==> src/rtl/imem_uart_loader.sv <==
// imem_uart_loader: UART boot loader for the single-cycle RISC-V core.
// Receives a length byte N followed by 4*N program bytes (8N1, LSB first),
// writes each little-endian word to instruction memory at byte address idx<<2,
// then releases the core from reset.
// Optional macro LOADER_CHECKSUM_EN: one trailing byte (XOR of all data bytes)
// must match before the core is released.
//
// Byte receiver: one-cycle pulses byte_valid_q (byte_q holds the data) or
// stop_err_q (bad stop bit, byte dropped). Neither is ever held; the top FSM
// consumes each pulse in the cycle it is high, with no back-pressure.
module imem_uart_loader #(
    parameter int CLK_FREQ = 100_000_000,
    parameter int BAUD     = 115_200,
    parameter int DEPTH    = 32,
    parameter int ADDR_W   = 7
) (
    input  logic              clk,
    input  logic              reset,
    input  logic              uart_rx,
    output logic              imem_we,
    output logic [ADDR_W-1:0] imem_addr,
    output logic [31:0]       imem_wdata,
    output logic              core_reset,
    output logic              load_done,
    output logic              frame_err
);

    localparam int DIV   = CLK_FREQ / BAUD;
    localparam int HALF  = DIV / 2;
    localparam int CNT_W = $clog2(DIV + 1);
    localparam int IDX_W = $clog2(DEPTH);
    localparam int LEN_W = IDX_W + 1;

    typedef enum logic [1:0] {B_IDLE, B_START, B_DATA, B_STOP} byte_state_t;

    typedef enum logic [2:0] {
        T_WAIT_LEN = 3'd0,
        T_LOAD     = 3'd1,
`ifdef LOADER_CHECKSUM_EN
        T_CHECK    = 3'd2,
`endif
        T_RUN      = 3'd3,
        T_ERROR    = 3'd4
    } top_state_t;

    // Receiver registers
    logic             rx_meta_q, rx_sync_q, rx_prev_q;
    byte_state_t      bstate_q;
    logic [CNT_W-1:0] cnt_q;
    logic [2:0]       bit_q;
    logic [7:0]       shift_q;
    logic [7:0]       byte_q;
    logic             byte_valid_q;
    logic             stop_err_q;

    // Loader registers
    top_state_t       tstate_q;
    logic [LEN_W-1:0] len_q;
    logic [IDX_W-1:0] idx_q;
    logic [1:0]       bcnt_q;
    logic [31:0]      word_q;
    logic [31:0]      word_d;
`ifdef LOADER_CHECKSUM_EN
    logic [7:0]       csum_q;
`endif

    // Two-flop synchroniser plus a delayed copy for falling-edge detection
    always_ff @(posedge clk) begin
        if (reset) begin
            rx_meta_q <= 1'b1;
            rx_sync_q <= 1'b1;
            rx_prev_q <= 1'b1;
        end else begin
            rx_meta_q <= uart_rx;
            rx_sync_q <= rx_meta_q;
            rx_prev_q <= rx_sync_q;
        end
    end

    // 8N1 byte receiver: mid-bit sampling, glitch rejection on the start bit
    always_ff @(posedge clk) begin
        if (reset) begin
            bstate_q     <= B_IDLE;
            cnt_q        <= '0;
            bit_q        <= '0;
            shift_q      <= '0;
            byte_q       <= '0;
            byte_valid_q <= 1'b0;
            stop_err_q   <= 1'b0;
        end else begin
            byte_valid_q <= 1'b0;
            stop_err_q   <= 1'b0;
            case (bstate_q)
                B_IDLE: begin
                    if (rx_prev_q && !rx_sync_q) begin
                        bstate_q <= B_START;
                        cnt_q    <= '0;
                    end
                end
                B_START: begin
                    if (cnt_q == CNT_W'(HALF - 1)) begin
                        cnt_q    <= '0;
                        bit_q    <= '0;
                        bstate_q <= rx_sync_q ? B_IDLE : B_DATA;
                    end else begin
                        cnt_q <= cnt_q + 1'b1;
                    end
                end
                B_DATA: begin
                    if (cnt_q == CNT_W'(DIV - 1)) begin
                        cnt_q   <= '0;
                        shift_q <= {rx_sync_q, shift_q[7:1]};
                        if (bit_q == 3'd7) begin
                            bstate_q <= B_STOP;
                        end else begin
                            bit_q <= bit_q + 1'b1;
                        end
                    end else begin
                        cnt_q <= cnt_q + 1'b1;
                    end
                end
                B_STOP: begin
                    if (cnt_q == CNT_W'(DIV - 1)) begin
                        cnt_q    <= '0;
                        bstate_q <= B_IDLE;
                        if (rx_sync_q) begin
                            byte_valid_q <= 1'b1;
                            byte_q       <= shift_q;
                        end else begin
                            stop_err_q <= 1'b1;
                        end
                    end else begin
                        cnt_q <= cnt_q + 1'b1;
                    end
                end
                default: bstate_q <= B_IDLE;
            endcase
        end
    end

    // Word being assembled with the incoming byte dropped into its lane
    always_comb begin
        word_d = word_q;
        word_d[{bcnt_q, 3'b000} +: 8] = byte_q;
    end

    // Loader FSM: length, word writes, optional checksum, then release the core
    always_ff @(posedge clk) begin
        if (reset) begin
            tstate_q   <= T_WAIT_LEN;
            len_q      <= '0;
            idx_q      <= '0;
            bcnt_q     <= '0;
            word_q     <= '0;
`ifdef LOADER_CHECKSUM_EN
            csum_q     <= '0;
`endif
            imem_we    <= 1'b0;
            imem_addr  <= '0;
            imem_wdata <= '0;
            core_reset <= 1'b1;
            load_done  <= 1'b0;
            frame_err  <= 1'b0;
        end else begin
            imem_we <= 1'b0;
            case (tstate_q)
                T_WAIT_LEN: begin
                    if (stop_err_q) begin
                        tstate_q  <= T_ERROR;
                        frame_err <= 1'b1;
                    end else if (byte_valid_q) begin
                        if (byte_q == 8'd0 || byte_q > 8'(DEPTH)) begin
                            tstate_q  <= T_ERROR;
                            frame_err <= 1'b1;
                        end else begin
                            len_q    <= LEN_W'(byte_q);
                            tstate_q <= T_LOAD;
                        end
                    end
                end
                T_LOAD: begin
                    if (stop_err_q) begin
                        tstate_q  <= T_ERROR;
                        frame_err <= 1'b1;
                    end else if (byte_valid_q) begin
`ifdef LOADER_CHECKSUM_EN
                        csum_q <= csum_q ^ byte_q;
`endif
                        bcnt_q <= bcnt_q + 1'b1;
                        word_q <= word_d;
                        if (bcnt_q == 2'd3) begin
                            imem_we    <= 1'b1;
                            imem_addr  <= ADDR_W'({idx_q, 2'b00});
                            imem_wdata <= word_d;
                            idx_q      <= idx_q + 1'b1;
                            if ({1'b0, idx_q} == len_q - LEN_W'(1)) begin
`ifdef LOADER_CHECKSUM_EN
                                tstate_q <= T_CHECK;
`else
                                tstate_q <= T_RUN;
`endif
                            end
                        end
                    end
                end
`ifdef LOADER_CHECKSUM_EN
                T_CHECK: begin
                    if (stop_err_q) begin
                        tstate_q  <= T_ERROR;
                        frame_err <= 1'b1;
                    end else if (byte_valid_q) begin
                        if (byte_q == csum_q) begin
                            tstate_q <= T_RUN;
                        end else begin
                            tstate_q  <= T_ERROR;
                            frame_err <= 1'b1;
                        end
                    end
                end
`endif
                T_RUN: begin
                    // Outputs change one cycle after the last write strobe
                    core_reset <= 1'b0;
                    load_done  <= 1'b1;
                end
                T_ERROR: begin
                    core_reset <= 1'b1;
                    frame_err  <= 1'b1;
                end
                default: tstate_q <= T_ERROR;
            endcase
        end
    end

endmodule

==> config.mk <==
export PLATFORM = sky130hd
export DESIGN_NAME = imem_uart_loader
export DESIGN_NICKNAME = d
export VERILOG_FILES = /design/src/rtl/imem_uart_loader.sv
export SDC_FILE = /design/constraint.sdc
export NUM_CORES = 1
export LEC_CHECK = 0
export ABC_CLOCK_PERIOD_IN_PS = 1830
export CAP_MARGIN = 15
export CORE_MARGIN = 2
export CORE_UTILIZATION = 30
export DETAILED_ROUTE_END_ITERATION = 16
export GPL_ROUTABILITY_DRIVEN = 0
export GPL_TIMING_DRIVEN = 0
export HOLD_SLACK_MARGIN = 0.12
export SLEW_MARGIN = 5
export SYNTH_ARGS = -nofsm -noshare
export SYNTH_HDL_FRONTEND = slang
export SYNTH_SLANG_ARGS = --single-unit
==> constraint.sdc <==
create_clock -name clk -period 1.83 [get_ports clk]
set_input_delay 0.2745 -clock clk [delete_from_list [all_inputs] [get_ports clk]]
set_output_delay 0.2745 -clock clk [all_outputs]
set_load 0.02 [all_outputs]
* After elaboration in Yosys (flattened, before gate mapping)
Cells that the tools add are included.
** Storage, ports and cells
- Word-level logic and storage cells :: 115
- Bits in registers :: 125
** Operators by class
- $lt $le $gt $ge :: 1
- Mux-type cells :: 33
- Bitwise operators :: 7
- Add/subtract/negate cells :: 6
- Equality and inequality tests :: 23
- Shifts and indexed selects :: 2
- Reduce and logical (&&, ||, !) cells :: 22
** Operators by type and width (number)
- $bwmux 32 :: 1
- $shift 8x7->32 const A :: 1
- $shiftx 8x7->32 :: 1
- $mux 10 :: 3
- $mux 3 :: 10
- $pmux 10 s3 :: 1
- $reduce_and 4->1 :: 4
- $ne 3x3->1 const B :: 5
- $ne 2x2->1 const B :: 7
- $mux 2 :: 6
- $add 10x1->10 const B :: 1
- $eq 10x10->1 const B :: 1
- $eq 10x9->1 const B :: 1
- $reduce_and 5->1 :: 2
- $pmux 3 s3 :: 1
- $gt 8x6->1 const B :: 1
- $logic_not 8->1 :: 1
- $pmux 2 s4 :: 1
- $mux 1 :: 7
- $neg 5->7 :: 1
- $not 1->1 :: 7
- $eq 2x2->1 const B :: 3
- $eq 3x3->1 const B :: 2
- $eq 5x6->1 :: 1
- other kinds (22) :: 25

* Depth between registers and ports, before layout
- Depth after elaboration :: 7
- Mapped depth :: 8
- Depth with buffers taken out :: 7

* Worst setup path after synthesis
No wires, ideal clock.
- Path type :: register to register
- From :: register bcnt_q[0]
- To :: register imem_wdata[10]
- Clock period less this slack :: 1.889 ns
- Arrival time :: 1.804 ns
- Setup time :: 0.086 ns
- Slack :: -0.059 ns
- Data required time :: 1.744 ns
- Buffers on the path :: 0
- Cell stages (with the launch flop) :: 7
- Path through :: dfxtp_1 -> inv_1 -> ha_1 -> nand2_1 -> nor3_1 -> a21oi_1 -> a211oi_1
** On the way
- Cells in the longest elaborated chain, start to end :: 3
- Elaborated cells between the ends (all ways) :: 6
- Those cells by class :: add/sub (1); eq/ne (1); shift (2); mux (1); reduce/logical (1)
** Ends and longest elaborated chain
- from (decl) :: line 60 : logic [1:0] bcnt_q;
- from (signal assigned) :: line 189 : bcnt_q <= bcnt_q + 1'b1;
- $neg 5->7 :: line 144 : word_d[{bcnt_q, 3'b000} +: 8] = byte_q;
- $shiftx 8x7->32 / $shift 8x7->32 (equally long branches) :: line 144
- $bwmux 32 :: line 144
- to (signal assigned) :: line 194 : imem_wdata <= word_d;
- to (decl) :: line 22 : output logic [31:0] imem_wdata,
Parallel ways exist; a longest one is shown, timed or not.
A chain may end at the register's enable or synchronous reset.

* Worst setup path in the final report
- From :: register byte_q[3]
- To :: register len_q[4]
** On the way
- Cells in the longest elaborated chain, start to end :: 4
- Elaborated cells between the ends (all ways) :: 5
- Those cells by class :: order compare (1); bitwise (1); reduce/logical (3)
** Ends and longest elaborated chain
- from (decl) :: line 52 : logic [7:0] byte_q;
- from (signal assigned) :: line 128 : byte_q <= shift_q;
- $gt 8x6->1 / $logic_not 8->1 (equally long branches) :: line 172 : if (byte_q == 8'd0 || byte_q > 8'(DEPTH)) begin
- $logic_or 1x1->1 * :: line 172
- $not 1->1 (no line) *
- $reduce_and 4->1 (no line) *
- to (signal assigned) :: line 176 : len_q <= LEN_W'(byte_q);
- to (decl) :: line 58 : logic [LEN_W-1:0] len_q;
Every way passes the cells marked *; elsewhere a longest branch is shown, timed or not.

==> flow_summary.json <==
{
  "path_clk_slew_ns": 0.06,
  "first_global_vias": 4206,
  "fillCellCount": 1746,
  "grt_max_degree": 17,
  "p_per_area_nw_per_um2": 845,
  "synthTopCellsByArea": "dfxtp_1 (46%), a211oi_1 (9.2%), nor2_1 (6.8%)",
  "cts_max_level": 4,
  "rr_worst_depth": 5,
  "drive_gt1_share_pct": 22.4,
  "cts_tree": "built",
  "placed_area_um2": 6130,
  "p_seq_share_pct": 44.3,
  "synth_top_area_share_pct": 46.3,
  "hold_path_class": "register to register",
  "peakVddDrop_mv": 0.478,
  "cts_root_buffer": "clkbuf_16",
  "track_usage_pct": 14.1,
  "die_area_um2": 19100,
  "switching_share_pct": 23.9,
  "rsz0062_at_grt": "true",
  "drtIter0Drc": 312,
  "async_flop_share_pct": 0,
  "timing.rr.end": "len_q[4]$_SDFFE_PP0P_",
  "area_growth_pct": 35.5,
  "finalCritPeriodShare_pct": 100,
  "synth-edff-count": 0,
  "setup_viol": 2,
  "die_height_um": 138,
  "avgSynthCellArea_um2": 8.76,
  "clock_path_buffers": 2,
  "hpwl_um": 8820,
  "rows": 49,
  "final_core_util_pct": 41.1,
  "pre_cts_ws_ns": -0.596,
  "synth_ff_type": "dfxtp_1",
  "ios": 46,
  "leakagePower_nw": 2.51,
  "synth.ff_latch_count": 125,
  "netlist_instances": 617,
  "r2r_slack_ns": -0.007,
  "cts.sink_count": 125,
  "yosys_warnings": 0,
  "crit_path_end_kind": "register",
  "min_to": "rx_sync_q$_SDFF_PP1_",
  "port_buffers": 42,
  "fmax_ghz": 0.544,
  "combinationalPowerShare_pct": 2.9,
  "crit_arrival_ns": 2.11,
  "critPathLaunchType": "register",
  "power.switching_mw": 1.48,
  "start_util_pct": 30.3,
  "grt_pass1_wl_um": 22100,
  "hold_path_depth": 1,
  "clkLatencyLatePin_ns": 0.42,
  "netlist_area_um2": 5410,
  "firstDrtPassIters": 4,
  "fp.coreArea_um2": 17800,
  "cts_buffers": 17,
  "reg2reg_from": "byte_q[3]$_SDFFE_PP0P_",
  "ys_seq_area_share_pct": 46.3,
  "finalHoldViolations": 0,
  "die_width_um": 138,
  "p_int_mw": 4.71,
  "wl_per_cell_um": 14.8,
  "drc_errors": 0,
  "worstPathRequired_ns": 2.11,
  "period_minus_slack_ns": 1.84,
  "via_per_inst": 4.95,
  "grt-ovfl-total": 0,
  "worstMarginPinSlew_ns": 0.700,
  "crit_type": "register to register",
  "p_clk_share_pct": 52.7,
  "fin_area_um2": 7330,
  "violations": "negative setup slack",
  "status": "finished with violations",
  "path_max_fanout": 7,
  "diodes": 0,
  "synth.distinct_cells": 59,
  "yosysTopAreaCell": "dfxtp_1",
  "slew_viol_final": 0,
  "totalWireLength_um": 14000,
  "max_slew_margin_pct": 53.3,
  "hp-start": "rx_meta_q$_SDFF_PP1_",
  "nets": 715,
  "dr_total_vias": 4662,
  "setup_slack_ns": -0.00692,
  "antenna_found_initial": 0,
  "maxCapViolCount": 0,
  "ant_nets": 0,
  "finClkSkew_ns": 0.0113
}
through the flow:
| step | cells | power, mW | hold WS, ns | TNS, ns |
|---|---|---|---|---|
| 2_1_floorplan | 618 | 2.93 | 0.378 | -2.45 |
| 3_3_place_gp | 889 | 2.97 | 0.400 | -33.83 |
| 3_5_place_dp | 889 | 2.97 | 0.396 | -34.84 |
| 4_1_cts | 927 | 6.21 | 0.409 | 0 |
| 5_1_grt | 942 | 6.38 | 0.426 | -1.35 |
| 6_report | 942 | 6.19 | 0.409 | -0.00872 |
worst max-delay path by stage:
stage                            from                          end  slack [ns]  depth (start not counted)
4_1_cts        byte_q[3]$_SDFFE_PP0P_        len_q[4]$_SDFFE_PP0P_        0.01                          5
3_5_place_dp   bcnt_q[0]$_SDFFE_PP0P_   imem_wdata[6]$_SDFFE_PP0P_       -0.60                          5
5_1_grt        bcnt_q[0]$_SDFFE_PP0P_  imem_wdata[10]$_SDFFE_PP0P_       -0.09                          7
6_report       byte_q[3]$_SDFFE_PP0P_        len_q[4]$_SDFFE_PP0P_      -0.007                          5
2_1_floorplan  bcnt_q[0]$_SDFFE_PP0P_  imem_wdata[10]$_SDFFE_PP0P_       -0.06                          6
3_3_place_gp   bcnt_q[0]$_SDFFE_PP0P_   imem_wdata[6]$_SDFFE_PP0P_       -0.57                          5
final cells by class:
class | count | area [um^2] | area share [%]
Sequential cell | 125 | 2540 | 34.6
Buffer | 39 | 303 | 4.13
Timing Repair Buffer | 65 | 598 | 8.16
Inverter | 11 | 45.0 | 0.615
Clock inverter | 14 | 131 | 1.79
Clock buffer | 18 | 439 | 5.99
Multi-Input combinational cell | 441 | 2990 | 40.7
Tap cell | 229 | 287 | 3.91
power groups by stage:
| stage | Sequential, mW | Clock (mW) | Combinational, mW |
|---|---|---|---|
| global route | 2.75 | 3.44 | 0.199 |
| CTS | 2.75 | 3.30 | 0.167 |
| detailed placement | 2.81 | 0 | 0.164 |
| finish | 2.75 | 3.27 | 0.181 |
| floorplan | 2.81 | 0 | 0.122 |
| global placement | 2.81 | 0 | 0.164 |
worst max-delay path: stages, from the launching register on:
cell and delay [ns]:
dfxtp_4 0.38, or4_4 0.49, or3_4 0.36, nand4_4 0.17, mux2i_1 0.23, nor2_1 0.06
kinds of logic (layout without fill, tap and decap cells):
logic type	after synthesis	count (layout)	share of synthesized area, %
simple gates	247	247	22.7
compound gates	155	155	18.8
flops	125	125	46.3
buf+inv	52	147	5.02
xor+xnor	14	14	2.27
fa+ha+maj	12	12	2.78
mux	11	11	2.04
other cells	1	2	0.0693
synthesized netlist by cell type (2+ instances only):
cell type / count
dfxtp_1: 125
nor2_1: 98
a211oi_1: 66
a21oi_1: 62
nand2_1: 43
nor2b_1: 34
nand3_1: 22
buf_2: 17
clkbuf_1: 17
ha_1: 12
inv_1: 11
mux2i_1: 11
nor3_1: 10
xnor2_1: 9
a31oi_1: 6
and3_1: 6
nand4_1: 5
o21ai_0: 5
xor2_1: 5
and2_1: 4
a22o_1: 3
buf_4: 3
and2_0: 2
buf_6: 2
nor4b_2: 2
o21a_1: 2
or2_2: 2
or4_1: 2
flip-flops by register name, indices dropped and copies added, names as in the netlist, 2 cells and up, named ones only:
signal / cells
tstate_q: 3
shift_q: 8
byte_q: 8
len_q: 6
cnt_q: 10
idx_q: 5
imem_addr: 5
imem_wdata: 32
bit_q: 3
bcnt_q: 2
word_q: 32
timing repair:
item | 4_1_cts | 5_1_grt
hold buffers | 0 | 0
gates cloned | 0 | 1
hold endpoints to repair | 0 | 0
setup buffers | 8 | 14
resized for setup | 43 | 75
pin swaps | 3 | 30
endpoints found under the setup margin | 102 | 98
metal layers:
layer / GRT usage (%) / wire (um) / up-vias
met5: 0 / 0 / -
met4: 4.03 / 189 / 0
li1: - / - / 2342
met1: 19.5 / 6530 / 2238
met3: 3.39 / 473 / 17
met2: 22.1 / 6770 / 65
placed cells by master, fill, tap and decap left out, types with 6 or more instances in the layout:
cell | Yosys | final
dfxtp_1 | 125 | 112
nor2_1 | 98 | 98
a21oi_1 | 62 | 52
a211oi_1 | 66 | 47
nand2_1 | 43 | 42
clkdlybuf4s50_1 | 0 | 42
nor2b_1 | 34 | 34
buf_4 | 3 | 27
nand3_1 | 22 | 22
a211oi_2 | 0 | 19
clkbuf_16 | 0 | 17
clkbuf_1 | 17 | 15
mux2i_1 | 11 | 11
a21oi_2 | 1 | 10
xnor2_1 | 9 | 9
inv_1 | 11 | 8
dfxtp_4 | 0 | 8
buf_2 | 17 | 6
a31oi_1 | 6 | 6
ha_4 | 0 | 6
Note: power is estimated with default switching activity, not from simulation.
